### src/rtl/deserializer.sv
// Serial-to-parallel front end: collects WIDTH qualified bits into one word and
// presents it with a one-cycle valid strobe; flush_i emits a partial word early.
module deserializer #(
    parameter int WIDTH     = 4,
    parameter bit MSB_FIRST = 1'b1
) (
    input  logic                       clk_i,
    input  logic                       srst_n_i,
    input  logic                       data_i,
    input  logic                       data_val_i,
    input  logic                       flush_i,
    output logic [WIDTH-1:0]           deser_data_o,
    output logic [$clog2(WIDTH+1)-1:0] deser_len_o,
    output logic                       deser_data_val_o
);

    localparam int LW = $clog2(WIDTH + 1);

    generate
        if (WIDTH < 2) begin : g_width_check
            $error("deserializer: WIDTH must be >= 2");
        end
    endgenerate

    logic [WIDTH-1:0] sreg;
    logic [WIDTH-1:0] shift_nxt;
    logic [WIDTH-1:0] aligned;
    logic [LW-1:0]    cnt;
    logic [LW-1:0]    n;
    logic [LW-1:0]    pad;
    logic             full;
    logic             emit;

    // n includes a bit captured on this same edge, so a flush sees it.
    always_comb begin
        shift_nxt = sreg;
        n         = cnt;
        if (data_val_i) begin
            if (MSB_FIRST) begin
                shift_nxt = {sreg[WIDTH-2:0], data_i};
            end else begin
                shift_nxt = {data_i, sreg[WIDTH-1:1]};
            end
            n = cnt + 1'b1;
        end
        full = data_val_i && (cnt == LW'(WIDTH - 1));
        emit = full || (flush_i && (n != '0));
        pad  = LW'(WIDTH) - n;
        // Shifting by the missing bit count pushes out stale bits and zero-fills the tail.
        if (MSB_FIRST) begin
            aligned = shift_nxt << pad;
        end else begin
            aligned = shift_nxt >> pad;
        end
    end

    always_ff @(posedge clk_i) begin
        if (!srst_n_i) begin
            sreg             <= '0;
            cnt              <= '0;
            deser_data_o     <= '0;
            deser_len_o      <= '0;
            deser_data_val_o <= 1'b0;
        end else if (emit) begin
            sreg             <= '0;
            cnt              <= '0;
            deser_data_o     <= aligned;
            deser_len_o      <= n;
            deser_data_val_o <= 1'b1;
        end else begin
            deser_data_val_o <= 1'b0;
            if (data_val_i) begin
                sreg <= shift_nxt;
                cnt  <= n;
            end
        end
    end

endmodule

### config.mk
export PLATFORM = sky130hd
export DESIGN_NAME = deserializer
export DESIGN_NICKNAME = d
export VERILOG_FILES = /design/src/rtl/deserializer.sv
export SDC_FILE = /design/constraint.sdc
export NUM_CORES = 1
export LEC_CHECK = 0
export CORE_MARGIN = 4
export CORE_UTILIZATION = 30
export CTS_CLUSTER_DIAMETER = 150
export DETAILED_ROUTE_END_ITERATION = 8
export GPL_ROUTABILITY_DRIVEN = 0
export PLACE_DENSITY = 0.57
export SLEW_MARGIN = 20
export SYNTH_ARGS = -nofsm -noshare
export SYNTH_HDL_FRONTEND = slang
export SYNTH_SLANG_ARGS = --single-unit
### constraint.sdc
create_clock -name clk_i -period 4.45 [get_ports clk_i]
set_input_delay 1.1125 -clock clk_i [delete_from_list [all_inputs] [get_ports clk_i]]
set_output_delay 1.1125 -clock clk_i [all_outputs]
set_load 0.01 [all_outputs]
# [Yosys cells after proc, flatten, opt, wreduce, memory -nomap -nowiden]
# Cells that the tools add are included.
[classes] n_addsub=2 n_eq_ne=1 n_shift=1 muxes=3 bitwise_logic=1 n_reduce_logical=5
[ops] cell="$mux 4" count=1
[ops] cell="$shl 4x3->4" count=1
[ops] cell="$add 3x1->3 const B" count=1
[ops] cell="$eq 3x2->1 const B" count=1
[ops] cell="$mux 3" count=1
[ops] cell="$reduce_bool 3->1" count=1
[ops] cell="$sub 3x3->3 const A" count=1
[ops] cell="$logic_and 1x1->1" count=2
[ops] cell="$reduce_or 2->1" count=1
[ops] cell="$logic_or 1x1->1" count=1
[ops] cell="$mux 1" count=1
[ops] cell="$not 1->1" count=1
[totals] register_bits=15 input_bits=5 wordCells=18

# [Depth between registers and ports, before layout]
[depth] word_depth=6 ltp_mapped=9

# [Worst setup path before layout]
# Ideal clock, no wire load.
[synth_path] path_kind="input -> register" startpoint="input port data_val_i" endpoint="register deser_data_o[3]" setup_ns=0.117 t_arrival_ns=2.482 required_ns=4.333 slack_ns=1.850 path_stages=5 path_buffers=1 path_cell_list="buf_6 xnor2_1 ha_1 mux4_2 a32o_1"
[synth_via] elab_chain_cells=4
[synth_lines] element="start: declaration" line="10" text="input logic data_val_i,"
[synth_lines] element="parallel branches: the longest is 4 deep, another holds $sub 3x3->3"
[synth_lines] element="end signal: assignment" line="67" text="deser_data_o <= aligned;"
[synth_lines] element="end: declaration" line="12" text="output logic [WIDTH-1:0] deser_data_o,"
# Several ways; the timed one is not identified.
# A chain may end at the register's enable or synchronous reset.

# [Final worst setup path]
# Same ends and word-level chain as after synthesis.

==> qor.txt <==
crit path from: data_val_i
Register Area: 300 µm²
Setup crit end kind: flip-flop
vias in the first global route: 474
clk_skew: 0.0102 ns
RR Startpoint: cnt[0]$_SDFFE_PP0P_
GRT Resource Usage Total: 9.62%
Buf/Inv on CP: 1
Reg2Reg Setup Slack: 2.23 ns
Slew @ Worst Pin: 0.612 ns
Antenna Violating Nets Remaining: 0
total gr overflow: 0
Post-Syn Nets: 72
status: finished clean
# IOs: 13
layout net count: 87
Max-slew headroom: 59.1%
clock buffer depth: 2
DP HPWL: 1010 µm
Reg power frac: 52.1%
VDD IR max: 0.000248 V
Crit path required time: 4.63 ns
maxcap violations: 0
Syn-to-layout area delta: 24.3%
Fillers: 226
internal power: 0.000201 W
Synth Area per Inst: 10.9 µm²
slowest stage cell, crit path: clkdlybuf4s50_1
Num CTS Buffers: 3
post-layout util: 39.1%
wire length per cell: 12.8 µm
RSZ-0062 raised after global routing: no
fraction of layout instances using a drive strength above 1: 13.0%
Most used DFF post-synth: dfxtp_1
Post-CTS Resized: 0
Mapped Cells: 63
Syn. warnings: 0
share of total power in the clock network: 28.5%
clk_lat worst skew: 0.29 ns
antenna violations before repair: 0
combinational power share: 19.4%
# Post-CTS Setup Buffers: 0
Initial Util: 31.5%
peak fanout along the critical path: 14
sw frac: 27.9%
Hold Vio Cnt, Final: 0
antenna cell count: 0
Multi-input gate area: 355 µm²
Die ar.: 3130 µm²
Die Ht: 55.9 µm
CP arrival: 3.40 ns
net switching power: 0.0000778 W
#FFs+latches synth: 15
CP max stage delay: 0.86 ns
first-pass GRT wire length: 2280 µm
Setup Total Neg Slack: 0 ns
Setup Crit Path Kind: in2reg
Initial DRT Pass Iterations: 4
Synth Cell Area: 689 µm²
post-layout minimum cycle time: 3.22 ns
worst hold start: deser_data_o[0]$_SDFFE_PN0P_
Synth async-reset ratio: 0%
Seq/Total Area, Yosys: 43.6%
cell family with most CP delay: buffers and inverters
PortBufs: 12
LEAKAGE: 0.337 nW
worst path cell trace: clkdlybuf4s50_1 -> mux2i_1 -> ha_1 -> mux4_2 -> a32o_1
fmax: 311 MHz
Slew Limit Fails: 0
Levels on crit path: 5
cells on worst reg2reg path: 8
via count: 507
pwr dens: 325 nW/µm²
CP startpoint kind: primary input
Hold Crit Endpoint: deser_data_o[0]$_SDFFE_PN0P_
EDFF count, synth: 0
Routed WL: 1340 µm
CTS sink count: 15
post-synthesis cell type count: 22
reg2reg end: deser_data_o[1]$_SDFFE_PN0P_
core box area: 2190 µm²
Hold-fix buffers, CTS: 0
Root Driver: clkbuf_4
Die Wd: 55.9 µm
H-Tree Depth: 1
drt first-iter violations: 12
setup violators final: 0
CTS tree: done
DRC errors left: 0
row count: 17
final worst path period share: 72.3%
largest net degree at the start of global routing: 15
Hold Path Depth: 1
Clock Pin Slew Worst Setup and Hold Paths: 0.08 ns
Avg Vias per Cell: 4.83
Hold Path Class: reg2reg
-- area by class of cell --
class | count | area share [%]
multi-input combinational | 41 | 41.5
sequential | 15 | 35.0
clock buffer | 3 | 2.63
timing repair buffer | 12 | 14.0
clock inverter | 1 | 0.584
inverter | 5 | 2.19
tap | 28 | 4.09
-- cell usage in the layout (no fill, tap or decap), drive strengths merged --
cell and n:
nand2b 2, nand2 3, nor2 7, o2bb2ai 3
mux4 2, mux2i 5, a21oi 1, clkbuf 3
clkdlybuf4s50 12, and3 1, a21bo 1, o32ai 1
ha 4, inv 5, clkinv 1, nand3 2
o21ai 2, dfxtp 15, a32o 3, xnor2 1
mux2 3
-- through the flow --
stage	worst slack, ns	power [W]	hold slack [ns]	area (µm²)	std cells
floorplan	1.85	0.000184	0.453	689	63
global placement	1.00	0.000202	0.449	830	101
detailed placement	0.930	0.000203	0.449	830	101
CTS	1.24	0.000283	0.478	857	105
global route	1.10	0.000297	0.491	857	105
finish	1.23	0.000278	0.472	857	105
-- power groups by stage --
stage / sequential [W] / combinational [W] / clock (W)
floorplan: 0.000149 / 0.0000351 / 0
global placement: 0.000148 / 0.0000538 / 0
detailed placement: 0.000148 / 0.0000545 / 0
CTS: 0.000145 / 0.0000547 / 0.0000834
global route: 0.000146 / 0.0000607 / 0.0000901
finish: 0.000145 / 0.0000540 / 0.0000792
-- flip-flops by register name, summed over array words and instances (netlist names) --
signal and count:
deser_data_o 4, deser_len_o 3, cnt 3, deser_data_val_o 1, sreg 4
-- synthesized netlist by cell type, drive strengths merged, types with 3 or more instances --
cell	count	area (µm²)
dfxtp	15	300
ha	4	50.1
nand2	3	11.3
o2bb2ai	3	26.3
mux2	3	37.5
inv	5	18.8
nor2	7	26.3
mux2i	5	50.1
a32o	3	30.0
-- metal layers --
layer  global-route usage (%)  wire length [µm]
met1                     12.6               663
met2                     13.5               593
met3                     3.71                53
met4                     5.08                30
met5                        0                 0
-- worst max-delay path by stage --
| stage | endpoint | slack (ns) |
|---|---|---|
| after CTS | deser_data_o[3]$_SDFFE_PN0P_ | 1.24 |
| after floorplan | deser_data_o[3]$_SDFFE_PN0P_ | 1.85 |
| final | deser_data_o[3]$_SDFFE_PN0P_ | 1.23 |
| after global routing | sreg[0]$_SDFFE_PP0P_ | 1.10 |
| after detailed placement | deser_data_o[3]$_SDFFE_PN0P_ | 0.93 |
| after global placement | deser_data_o[3]$_SDFFE_PN0P_ | 1.00 |
-- cells by family (layout without fill, tap and decap cells) --
family / Yosys count / after routing / share of synthesized area, %
adders and majority gates: 4 / 4 / 7.26
buffers and inverters: 7 / 21 / 4.90
DFF: 15 / 15 / 43.6
muxes: 10 / 10 / 19.2
AOI/OAI and AO/OA: 11 / 11 / 14.2
xor gates and xnor gates: 1 / 1 / 1.27
and+or+nand+nor: 15 / 15 / 9.62
No activity file was read; power rests on OpenSTA's default activity.
